File: src/rtl/reg_file_sb_pkg.sv
// rf_pkg: shared types and default widths for the reg_file_sb register file.
//   rf_state_t - soft-clear engine states (IDLE, CLEAR, DONE)
//   RF_DATA_W  - default register width
//   RF_ADDR_W  - default address width
package rf_pkg;

  typedef enum logic [1:0] {
    IDLE  = 2'd0,
    CLEAR = 2'd1,
    DONE  = 2'd2
  } rf_state_t;

  localparam int RF_DATA_W = 16;
  localparam int RF_ADDR_W = 4;

endpackage

File: src/rtl/reg_file_sb_if.sv
// reg_file_sb_if: read, write, issue and clear signals of the register file.
//   master  - the requester side (decode/issue/writeback, or a testbench)
//   slave   - the register file itself
//   rsN_*   - two combinational read ports with pending-write flags
//   wr_*    - write port
//   issue_* - marks a destination as having an outstanding write
//   clear_* - soft-clear request and status
interface reg_file_sb_if
  import rf_pkg::*;
#(
  parameter int DATA_W = RF_DATA_W,
  parameter int ADDR_W = RF_ADDR_W
);

  logic [ADDR_W-1:0] rs1_addr;
  logic [ADDR_W-1:0] rs2_addr;
  logic [DATA_W-1:0] rs1_data;
  logic [DATA_W-1:0] rs2_data;
  logic              rs1_busy;
  logic              rs2_busy;
  logic              wr_en;
  logic [ADDR_W-1:0] wr_addr;
  logic [DATA_W-1:0] wr_data;
  logic              issue_en;
  logic [ADDR_W-1:0] issue_addr;
  logic              clear_req;
  logic              clear_busy;
  logic              clear_done;

  modport master (
    output rs1_addr, rs2_addr, wr_en, wr_addr, wr_data,
           issue_en, issue_addr, clear_req,
    input  rs1_data, rs2_data, rs1_busy, rs2_busy, clear_busy, clear_done
  );

  modport slave (
    input  rs1_addr, rs2_addr, wr_en, wr_addr, wr_data,
           issue_en, issue_addr, clear_req,
    output rs1_data, rs2_data, rs1_busy, rs2_busy, clear_busy, clear_done
  );

endinterface

File: src/rtl/reg_file_sb_clear_fsm.sv
// rf_clear_fsm: sequential soft-clear engine. Walks idx over every register,
// requesting a zero write each cycle, then pulses clear_done once.
//   clk, rst   - clock, async active-high reset
//   clear_req  - start a clear (only honoured in IDLE)
//   clear_busy - engine owns the file (CLEAR or DONE)
//   clear_done - one-cycle pulse in DONE
//   clr_we     - zero-write request for clr_addr this cycle
//   clr_addr   - register being cleared
module rf_clear_fsm
  import rf_pkg::*;
#(
  parameter int ADDR_W = RF_ADDR_W
) (
  input  logic              clk,
  input  logic              rst,
  input  logic              clear_req,
  output logic              clear_busy,
  output logic              clear_done,
  output logic              clr_we,
  output logic [ADDR_W-1:0] clr_addr
);

  localparam logic [ADDR_W-1:0] LAST_IDX = '1;

  rf_state_t         state, state_nxt;
  logic [ADDR_W-1:0] idx, idx_nxt;

  always_ff @(posedge clk or posedge rst) begin
    if (rst) begin
      state <= IDLE;
      idx   <= '0;
    end else begin
      state <= state_nxt;
      idx   <= idx_nxt;
    end
  end

  always_comb begin
    state_nxt = state;
    idx_nxt   = idx;
    case (state)
      IDLE: begin
        if (clear_req) begin
          state_nxt = CLEAR;
          idx_nxt   = '0;
        end
      end
      CLEAR: begin
        // idx wraps to 0 on the last step, but the engine leaves CLEAR there
        idx_nxt = idx + ADDR_W'(1);
        if (idx == LAST_IDX) state_nxt = DONE;
      end
      DONE:    state_nxt = IDLE;
      default: state_nxt = IDLE;
    endcase
  end

  always_comb begin
    clear_busy = (state == CLEAR) || (state == DONE);
    clear_done = (state == DONE);
    clr_we     = (state == CLEAR);
    clr_addr   = idx;
  end

endmodule

File: src/rtl/reg_file_sb.sv
// reg_file_sb: register file with two combinational read ports, one write
// port (optional same-cycle bypass), a pending-write scoreboard and a
// sequential soft-clear engine.
//   clk, rst - clock, async active-high reset
//   bus      - reg_file_sb_if slave: read/write/issue/clear signals
// Parameters: DATA_W, ADDR_W (NUM_REGS = 2**ADDR_W), ZERO_REG (reg 0 hardwired
// to zero), BYPASS (read of the register being written returns wr_data).
module reg_file_sb
  import rf_pkg::*;
#(
  parameter int DATA_W   = RF_DATA_W,
  parameter int ADDR_W   = RF_ADDR_W,
  parameter int ZERO_REG = 1,
  parameter int BYPASS   = 1
) (
  input logic          clk,
  input logic          rst,
  reg_file_sb_if.slave bus
);

  localparam int NUM_REGS = 2**ADDR_W;
  localparam bit ZR       = (ZERO_REG != 0);
  localparam bit BP       = (BYPASS != 0);

  logic [DATA_W-1:0]   regs [NUM_REGS];
  logic [NUM_REGS-1:0] pending;

  logic              clear_busy;
  logic              clear_done;
  logic              clr_we;
  logic [ADDR_W-1:0] clr_addr;
  logic              wr_accept;
  logic              issue_accept;
  logic              clear_start;
  logic              st_we;
  logic [ADDR_W-1:0] st_addr;
  logic [DATA_W-1:0] st_data;

  rf_clear_fsm #(.ADDR_W(ADDR_W)) u_clear_fsm (
    .clk       (clk),
    .rst       (rst),
    .clear_req (bus.clear_req),
    .clear_busy(clear_busy),
    .clear_done(clear_done),
    .clr_we    (clr_we),
    .clr_addr  (clr_addr)
  );

  // The engine is in IDLE exactly when clear_busy is low.
  assign wr_accept    = bus.wr_en && !clear_busy && !(ZR && bus.wr_addr == '0);
  assign issue_accept = bus.issue_en && !clear_busy && !(ZR && bus.issue_addr == '0);
  assign clear_start  = bus.clear_req && !clear_busy;

  // Clear engine and the external write port share one storage write port.
  assign st_we   = clr_we || wr_accept;
  assign st_addr = clr_we ? clr_addr : bus.wr_addr;
  assign st_data = clr_we ? '0 : bus.wr_data;

  always_ff @(posedge clk or posedge rst) begin
    if (rst) begin
      regs <= '{default: '0};
    end else if (st_we) begin
      regs[st_addr] <= st_data;
    end
  end

  // Issue is applied after write so a same-address pair leaves the bit set.
  always_ff @(posedge clk or posedge rst) begin
    if (rst) begin
      pending <= '0;
    end else if (clear_start) begin
      pending <= '0;
    end else begin
      if (wr_accept)    pending[bus.wr_addr]    <= 1'b0;
      if (issue_accept) pending[bus.issue_addr] <= 1'b1;
    end
  end

  always_comb begin
    bus.rs1_data = regs[bus.rs1_addr];
    if (BP && wr_accept && bus.wr_addr == bus.rs1_addr) bus.rs1_data = bus.wr_data;
    if (ZR && bus.rs1_addr == '0) bus.rs1_data = '0;
  end

  always_comb begin
    bus.rs2_data = regs[bus.rs2_addr];
    if (BP && wr_accept && bus.wr_addr == bus.rs2_addr) bus.rs2_data = bus.wr_data;
    if (ZR && bus.rs2_addr == '0) bus.rs2_data = '0;
  end

  assign bus.rs1_busy   = pending[bus.rs1_addr];
  assign bus.rs2_busy   = pending[bus.rs2_addr];
  assign bus.clear_busy = clear_busy;
  assign bus.clear_done = clear_done;

endmodule

File: src/flat_wrapper.sv
// flat-port wrapper written by rule: the top's interface ports become plain ports
module reg_file_sb_flat import rf_pkg::*;
#(
  parameter int DATA_W   = RF_DATA_W,
  parameter int ADDR_W   = RF_ADDR_W,
  parameter int ZERO_REG = 1,
  parameter int BYPASS   = 1
)
  (clk, rst, bus_rs1_addr, bus_rs2_addr, bus_wr_en, bus_wr_addr, bus_wr_data, bus_issue_en, bus_issue_addr, bus_clear_req, bus_rs1_data, bus_rs2_data, bus_rs1_busy, bus_rs2_busy, bus_clear_busy, bus_clear_done);
  reg_file_sb_if #(.DATA_W(DATA_W), .ADDR_W(ADDR_W)) bus_i ();
  input logic clk;
  input logic rst;
  input wire logic [$bits(bus_i.rs1_addr)-1:0] bus_rs1_addr;
  input wire logic [$bits(bus_i.rs2_addr)-1:0] bus_rs2_addr;
  input wire logic [$bits(bus_i.wr_en)-1:0] bus_wr_en;
  input wire logic [$bits(bus_i.wr_addr)-1:0] bus_wr_addr;
  input wire logic [$bits(bus_i.wr_data)-1:0] bus_wr_data;
  input wire logic [$bits(bus_i.issue_en)-1:0] bus_issue_en;
  input wire logic [$bits(bus_i.issue_addr)-1:0] bus_issue_addr;
  input wire logic [$bits(bus_i.clear_req)-1:0] bus_clear_req;
  output wire logic [$bits(bus_i.rs1_data)-1:0] bus_rs1_data;
  output wire logic [$bits(bus_i.rs2_data)-1:0] bus_rs2_data;
  output wire logic [$bits(bus_i.rs1_busy)-1:0] bus_rs1_busy;
  output wire logic [$bits(bus_i.rs2_busy)-1:0] bus_rs2_busy;
  output wire logic [$bits(bus_i.clear_busy)-1:0] bus_clear_busy;
  output wire logic [$bits(bus_i.clear_done)-1:0] bus_clear_done;
  assign bus_i.rs1_addr = bus_rs1_addr;
  assign bus_i.rs2_addr = bus_rs2_addr;
  assign bus_i.wr_en = bus_wr_en;
  assign bus_i.wr_addr = bus_wr_addr;
  assign bus_i.wr_data = bus_wr_data;
  assign bus_i.issue_en = bus_issue_en;
  assign bus_i.issue_addr = bus_issue_addr;
  assign bus_i.clear_req = bus_clear_req;
  assign bus_rs1_data = bus_i.rs1_data;
  assign bus_rs2_data = bus_i.rs2_data;
  assign bus_rs1_busy = bus_i.rs1_busy;
  assign bus_rs2_busy = bus_i.rs2_busy;
  assign bus_clear_busy = bus_i.clear_busy;
  assign bus_clear_done = bus_i.clear_done;
  reg_file_sb #(.DATA_W(DATA_W), .ADDR_W(ADDR_W), .ZERO_REG(ZERO_REG), .BYPASS(BYPASS)) u_core (.clk(clk), .rst(rst), .bus(bus_i));
endmodule
File: config.mk
export PLATFORM = sky130hd
export DESIGN_NAME = reg_file_sb_flat
export DESIGN_NICKNAME = d
export VERILOG_FILES = /design/src/rtl/reg_file_sb_pkg.sv /design/src/rtl/reg_file_sb_if.sv /design/src/rtl/reg_file_sb_clear_fsm.sv /design/src/rtl/reg_file_sb.sv /design/src/flat_wrapper.sv
export SDC_FILE = /design/constraint.sdc
export NUM_CORES = 1
export LEC_CHECK = 0
export BUFFER_PORTS_ARGS = -buffer_cell sky130_fd_sc_hd__buf_2
export CORE_UTILIZATION = 41
export CTS_BUF_LIST = sky130_fd_sc_hd__clkbuf_4 sky130_fd_sc_hd__clkbuf_8
export DETAILED_ROUTE_END_ITERATION = 12
export SLEW_MARGIN = 20
export SYNTH_ARGS = -nofsm -noshare
export SYNTH_HDL_FRONTEND = slang
export SYNTH_SLANG_ARGS = --single-unit
File: constraint.sdc
create_clock -name clk -period 12.4 [get_ports clk]
set_input_delay 1.86 -clock clk [delete_from_list [all_inputs] [get_ports clk]]
set_output_delay 1.86 -clock clk [all_outputs]
set_load 0.01 [all_outputs]
==> results by group, run 1 <==
Cells and area
  – Util after Layout: 46.8%
  – Leading cell types in the layout, fill and taps excluded: 278 x dfrtp_1, 243 x mux2_2, 130 x mux2i_1, 72 x mux4_2, 70 x buf_2
  – Final nets: 1292
  – Area Overhead vs Synth: 11.3%
  – Number of fillers in the final layout: 3344
  – Most common cell after layout, fill and taps aside: dfrtp_1
  – Share of cells above drive strength 1: 40.7%
  – Non-filler cells, final: 1789

Worst setup path
  – Critical path class: input port to output pin
  – Worst Path Buf+Inv: 3
  – Critical Path End Type: output pin
  – R2R cell count: 8
  – Worst R2R End: u_core.regs[114]
  – Largest stage delay, worst path: 0.80 ns
  – R2r startpoint: u_core.u_clear_fsm.state[1]
  – Levels on crit path: 7
  – WP data arrival: 4.96 ns
  – Worst Setup EP: bus_rs2_data[9]
  – CP startpoint: bus_rs2_addr[1]
  – Critical Path RT: 10.54 ns
  – Worst path slowest cell: nand3b_1
  – Cell mode on critical path: buf_2
  – Critical path, cell by cell: buf_2 > buf_4 > nand3b_1 > o22ai_1 > a211oi_1 > a31oi_1 > buf_2
  – R2r setup slk: 9.04 ns
  – Critical Path Start Type: input port
  – Delay-heaviest family, CP: buffers and inverters
  – Crit path max fanout: 40

Synth
  – Synth Flop Type: dfrtp_1
  – Post-synthesis async set-or-reset flop share: 100%
  – Mean area per synthesized cell: 12.7 um2
  – FF+latch count, synth: 278
  – Syn. warnings: 0
  – Unique masters post-synth: 42
  – Syn_nets: 1260
  – Synth Instances: 1218
  – EDFF count, synth: 0
  – Synth Cell Area: 15500 um2
  – Sequential area share after synthesis: 44.9%

Power
  – Switch share: 34.5%
  – Clock power share: 22.8%
  – PnR Total Power: 3850 uW
  – Power Density: 223 nW/um2
  – Logic pwr share: 35.2%
  – VDD IR max: 0.0000785 V
  – P_leak: 0.00731 uW
  – P_sw: 1330 uW
  – Sequential power share: 42.0%
  – Cell Int Power: 2520 uW

STA
  – Final setup fails: 0
  – Relative slew slack: 21.6%
  – Skew final: 0.0222 ns
  – Fmax: 147 MHz
  – Final setup margin: 5.58 ns
  – RSZ-0062 raised after global routing: false
  – Period utilization: 55.0%
  – Final-report hold violation count: 0
  – Worst slew pin tran: 1.17 ns
  – Final min period: 6.82 ns
  – Setup TNS: 0 ns
  – Final Max Tran Viols: 0

Clocking
  – # hold bufs at CTS: 0
  – Bufs on Longest Clock Path: 3
  – CTS buffer count: 49
  – Clk sinks: 278
  – Worst-skew pair later-pin latency: 0.61 ns
  – Clock transition at path regs: 0.06 ns
  – Clock Tree Root: clkbuf_8
  – H-tree depth: 2
  – CTS tree: done
  – Number of setup buffers added after CTS: 0
  – Cts repair resizes: 0

Detailed routing
  – DRT iter0 DRCs: 1048
  – Via count: 11134
  – Vias per cell: 6.22
  – Remaining antenna violation count after routing: 0
  – DRC: 0
  – DR WL/cell: 26.5 um
  – Drt total wl: 47.3 mm
  – First-pass DRT Iterations: 5

Global routing
  – Vias in the first global route: 11212
  – Largest net degree at the start of global routing: 153
  – Global Route Usage Sum: 24.9%
  – GRT Residual Overflow: 0
  – Initial antenna violation count: 0
  – Global-route wire length before repair: 71.7 mm

Job
  – Max-cap violation count: 0

Place
  – Placed wire-length estimate: 28.4 mm
  – Setup Slack @ Placement: 5.66 ns
  – Dpl cells: 1703
  – RD Place Congestion: 0.850
  – PortBufs: 72

Die
  – Rows: 70
  – Die Height: 196 um
  – Chip Width: 196 um
  – Starting Density: 42.0%
  – IO Count: 73
  – Core Box Area: 36900 um2
  – Die area: 38600 um2

Worst hold path
  – Hold Crit Class: flip-flop to flip-flop

Outcome
  – Status: complete, no violations
[metrics by stage]
step / hold slack, ns / area, um2
3_3_place_gp: 0.501 / 16200
4_1_cts: 0.523 / 17200
2_1_floorplan: 0.477 / 15500
3_5_place_dp: 0.509 / 16200
5_1_grt: 0.533 / 17300
6_report: 0.524 / 17300
[per-layer routing]
layer / vias up / global-route usage, % / part of all wire [%]
li1: 4756 / - / -
met1: 5893 / 34.0 / 44
met2: 401 / 39.1 / 48
met3: 84 / 4.64 / 5.8
met4: 0 / 9.78 / 2.9
met5: - / 0 / 0
[worst min-delay path by stage]
stage,slack [ns],from,depth (start not counted),end
floorplan,0.48,u_core.pending[0],1,u_core.pending[0]
global placement,0.50,u_core.regs[32],1,u_core.regs[32]
detailed placement,0.51,u_core.regs[20],1,u_core.regs[20]
CTS,0.52,u_core.regs[20],1,u_core.regs[20]
global route,0.53,u_core.regs[26],1,u_core.regs[26]
finish,0.52,u_core.regs[20],1,u_core.regs[20]
[cell usage after synthesis (3+ instances only)]
cell      count  area share [%]
inv_1         5            0.12
buf_2        25            0.81
o31ai_1      33             1.6
mux2_2      243              18
o22ai_1      67             2.7
mux2i_1     130             8.4
nand2b_1      5            0.20
xnor2_1       8            0.45
or2_2         5            0.20
a31oi_1      30             1.2
nand3_1      39             1.3
nand3b_1      6            0.29
nand2_2       3            0.12
nor2b_1      45             1.8
a21oi_1      21            0.68
o21ai_0      18            0.58
nor2_1        5            0.12
mux4_2       72              10
or3b_2        5            0.28
ha_1          5            0.40
buf_1        16            0.39
nand2_1      27            0.65
dfrtp_1     278              45
clkbuf_1     70             1.7
a211oi_1     34             1.6
[flip-flops by register name, summed over array words and instances, names as in the netlist]
signal,count
u_core.regs,256
u_core.pending,16
u_core.u_clear_fsm.state,2
u_core.u_clear_fsm.clr_addr,4
[area by class of cell]
cell class / count / area (um2) / share of cell area, %
Clock buffer: 83 / 986 / 5.71
Inverter: 5 / 26.3 / 0.152
Antenna cell: 1 / 2.50 / 0.0145
Timing Repair Buffer: 95 / 551 / 3.19
Clock inverter: 2 / 12.5 / 0.0725
Tap cell: 504 / 631 / 3.65
Multi-Input combinational cell: 821 / 8090 / 46.9
Sequential cell: 278 / 6960 / 40.3
[cells by family after synthesis]
logic type,Yosys count,synth area share (%)
buffers and inverters,119,3.20
multiplexers,445,36.5
XOR/XNOR,8,0.452
flip-flops,278,44.9
adder cells (fa/ha/maj),5,0.403
AND/OR/NAND/NOR,150,5.48
AO/OA/AOI/OAI,213,9.09
[power groups by stage]
stage / Sequential [uW] / Combinational [uW] / Clock, uW
detailed placement: 1620 / 1350 / 0
global placement: 1590 / 1320 / 0
global route: 1670 / 1460 / 930
floorplan: 1520 / 1030 / 0
finish: 1620 / 1360 / 879
CTS: 1610 / 1350 / 891
No activity file was read; power rests on OpenSTA's default activity.
==> run 2: changes to the inputs <==
--- a/config.mk
+++ b/config.mk
@@ -5,6 +5,7 @@
 export SDC_FILE = /design/constraint.sdc
 export NUM_CORES = 1
 export LEC_CHECK = 0
+export ABC_AREA = 1
 export BUFFER_PORTS_ARGS = -buffer_cell sky130_fd_sc_hd__buf_2
 export CORE_UTILIZATION = 41
 export CTS_BUF_LIST = sky130_fd_sc_hd__clkbuf_4 sky130_fd_sc_hd__clkbuf_8
==> constraint.sdc (replaced) <==
create_clock -name clk -period 7.1 [get_ports clk]
set_input_delay 1.065 -clock clk [delete_from_list [all_inputs] [get_ports clk]]
set_output_delay 1.065 -clock clk [all_outputs]
set_load 0.01 [all_outputs]
==> run 2 against run 1 <==
Flip-flop and latch count did not move. Wire length grew 23%. First-iteration DRC count is 74% higher. Worst setup slack worse by 3.4 ns. Utilization down 0.97 points. Combinational power increased by 72%. Clock skew up 0.015 ns. Count of clock-buffer cells in the layout increased by 3. Power grew 72%. Clock power increased by 98%. Largest power group unchanged. Highest routed layer unchanged.
==> results by group, run 2 <==
Clocking
  – Cts repair resizes: 0 (unchanged)
  – Clk sinks: 278 (unchanged)
  – Clock Tree Root: clkbuf_8
  – Clock transition at path regs: 0.06 ns (about the same)
  – Worst-skew pair later-pin latency: 0.65 ns (+0.04 ns)
  – CTS buffer count: 51 (+4.1%)
  – H-tree depth: 2 (unchanged)
  – Number of setup buffers added after CTS: 0 (unchanged)
  – CTS tree: done
  – Bufs on Longest Clock Path: 3 (unchanged)
  – # hold bufs at CTS: 0 (unchanged)

Synth
  – FF+latch count, synth: 278 (unchanged)
  – Syn. warnings: 0 (unchanged)
  – Post-synth top cells: 965 x nand2_1, 376 x nand3_1, 295 x o21ai_0
  – Leading area contributor after synthesis: dfrtp_1
  – Post-synthesis async set-or-reset flop share: 100% (unchanged)
  – Mean area per synthesized cell: 6.51 um2 (-49%)
  – Synth Instances: 2591 (+110%)
  – EDFF count, synth: 0 (unchanged)
  – Top cells by area, synth: dfrtp_1 41%, nand2_1 21%, nand3_1 11%
  – Unique masters post-synth: 27 (-36%)
  – Top cell type's share of synthesized area: 41.3% (-3.6 points)
  – Syn_nets: 2633 (+110%)
  – Synth Flop Type: dfrtp_1
  – Count leader, synth: nand2_1
  – Synth Cell Area: 16900 um2 (+8.7%)
  – Sequential area share after synthesis: 41.3% (-3.6 points)

STA
  – Final setup fails: 0 (unchanged)
  – Skew final: 0.0368 ns (+0.0146 ns)
  – Final-report hold violation count: 0 (unchanged)
  – Setup TNS: 0 ns (unchanged)
  – RSZ-0062 raised after global routing: false
  – Worst slew pin tran: 1.15 ns (-0.0267 ns)
  – Period utilization: 69.4%
  – Fmax: 203 MHz
  – Final Max Tran Viols: 0 (unchanged)
  – Relative slew slack: 23.6% (+2.0 points)
  – Final min period: 4.92 ns

Worst setup path
  – R2R cell count: 10 (+2)
  – Levels on crit path: 6 (-1)
  – Critical path, cell by cell: buf_4 > inv_4 > nand3_1 > o21ai_0 > nor2_1 > buf_2
  – Critical Path RT: 6.03 ns (-4.51 ns)
  – Worst path slowest cell: nand3_1
  – Largest stage delay, worst path: 0.95 ns (+0.15 ns)
  – Worst R2R End: u_core.regs[17]
  – WP data arrival: 3.86 ns (-1.10 ns)
  – R2r setup slk: 3.65 ns (-5.39 ns)
  – Worst Path Buf+Inv: 3 (unchanged)
  – Delay-heaviest family, CP: buffers and inverters
  – Crit path max fanout: 76 (+90%)
  – R2r startpoint: u_core.u_clear_fsm.state[1]
  – Critical Path End Type: output pin
  – CP startpoint: bus_rs1_addr[0]
  – Critical Path Start Type: input port
  – Critical path class: input port to output pin

Global routing
  – Vias in the first global route: 16212 (+45%)
  – Global Route Usage Sum: 28.2% (+3.4 points)
  – Met1 Track Usage GR: 37.5% (+3.5 points)
  – GR met3 Demand/Resource: 4.90% (+0.26 points)
  – Largest net degree at the start of global routing: 165 (+7.8%)
  – Global-route wire length before repair: 91.2 mm (+27%)
  – Met2 Usage GRT: 45.3% (+6.2 points)
  – GRT Residual Overflow: 0 (unchanged)
  – Initial antenna violation count: 0 (unchanged)
  – Layer with the highest usage: met2

Power
  – VDD IR max: 0.000126 V (+61%)
  – Power Density: 359 nW/um2 (+61%)
  – P_leak: 0.00965 uW (+32%)

Detailed routing
  – Vias per cell: 5.43 (-13%)
  – Remaining antenna violation count after routing: 0 (unchanged)
  – Via count: 16943 (+52%)
  – First-pass DRT Iterations: 7 (+2)
  – DR WL/cell: 18.6 um (-30%)
  – DRC: 0 (unchanged)
  – Drt total wl: 58.2 mm (+23%)
  – DRT iter0 DRCs: 1824 (+74%)

Cells and area
  – Leading cell types in the layout, fill and taps excluded: 962 x nand2_1, 376 x nand3_1, 295 x o21ai_0, 278 x dfrtp_1, 231 x inv_1
  – Area Overhead vs Synth: 9.22%
  – Most common cell after layout, fill and taps aside: nand2_1
  – Multi-input logic area: 8200 um2 (+1.3%)
  – Register with the most flip-flops: u_core.regs
  – Final nets: 2597 (+100%)
  – Share of cells above drive strength 1: 8.20% (-32 points)
  – Diode count: 0 (-1)
  – Number of flip-flops in the largest register: 256 (unchanged)
  – Number of fillers in the final layout: 4207 (+26%)
  – Util after Layout: 45.8% (-0.97 points)
  – FF+latch area: 6960 um2 (unchanged)

Place
  – RD Place Congestion: 0.828 (-2.7%)
  – PortBufs: 72 (unchanged)
  – Placed wire-length estimate: 33.3 mm (+17%)

Die
  – Rows: 73 (+4.3%)
  – Core Box Area: 40200 um2 (+9.0%)
  – Chip Width: 205 um (+4.2%)
  – Die area: 41900 um2 (+8.7%)
  – Die Height: 205 um (+4.2%)
  – IO Count: 73 (unchanged)
  – Starting Density: 42.0% (-0.094 points)

Outcome
  – Status: complete, no violations

Worst hold path
  – Hold Crit Class: input port to async pin

Job
  – Max-cap violation count: 0 (unchanged)
-- run 2: how the worst max path moves through the flow --
stage / endpoint
after floorplan: u_core.pending[0]
after global placement: bus_rs1_data[11]
after detailed placement: bus_rs2_data[9]
after CTS: bus_rs1_data[15]
after global routing: bus_rs1_data[15]
final: bus_rs1_data[11]
-- run 2: cells by family (layout without fill, tap and decap cells) --
| group | after synthesis | in the layout | synth area share (%) |
|---|---|---|---|
| compound gates | 345 | 345 | 10.4 |
| flops | 278 | 278 | 41.3 |
| simple gates | 1543 | 1543 | 37.7 |
| fa+ha+maj | 5 | 5 | 0.371 |
| buf+inv | 419 | 425 | 10.2 |
| xor+xnor | 1 | 1 | 0.0520 |
-- run 2: final cells by class --
cell class / count / share of cell area (%)
sequential: 278 / 37.8
clock inverter: 9 / 0.380
tap: 525 / 3.57
inverter: 237 / 4.88
timing repair buffer: 93 / 2.98
clock buffer: 86 / 5.92
multi-input combinational: 1894 / 44.5
-- run 2: routing by layer --
| metal | share of wire (%) | wire (um) |
|---|---|---|
| met5 | 0 | 0 |
| met2 | 45 | 26100 |
| met4 | 3.6 | 2110 |
| met3 | 7.9 | 4590 |
| met1 | 44 | 25400 |
-- run 2: per-stage QoR --
step	hold WS (ns)	std cells	cell area, um2	setup WS [ns]	total power [uW]
5_1_grt	0.412	3122	18400	2.10	7140
6_report	0.411	3122	18400	2.18	6620
2_1_floorplan	0.453	2591	16900	2.36	4300
4_1_cts	0.488	3121	18400	2.37	6620
3_5_place_dp	0.473	3026	17200	2.39	4870
3_3_place_gp	0.467	3026	17200	2.40	4800
-- run 2: report_power, final --
| group | switching [uW] | internal [uW] |
|---|---|---|
| logic | 1620 | 722 |
| registers | 356 | 2180 |
| clock network | 738 | 1000 |
| total | 2720 | 3900 |
-- run 2: worst reg2reg max path, stage by stage (launching register included) --
cell and delay, ns:
dfrtp_1 0.38, inv_1 0.12, ha_1 0.39, inv_1 0.57, nor2_1 0.31, inv_1 0.08
o21ai_0 0.11, nand2_1 0.16, nor2_1 0.12, nand2_1 0.63, o21ai_0 0.44
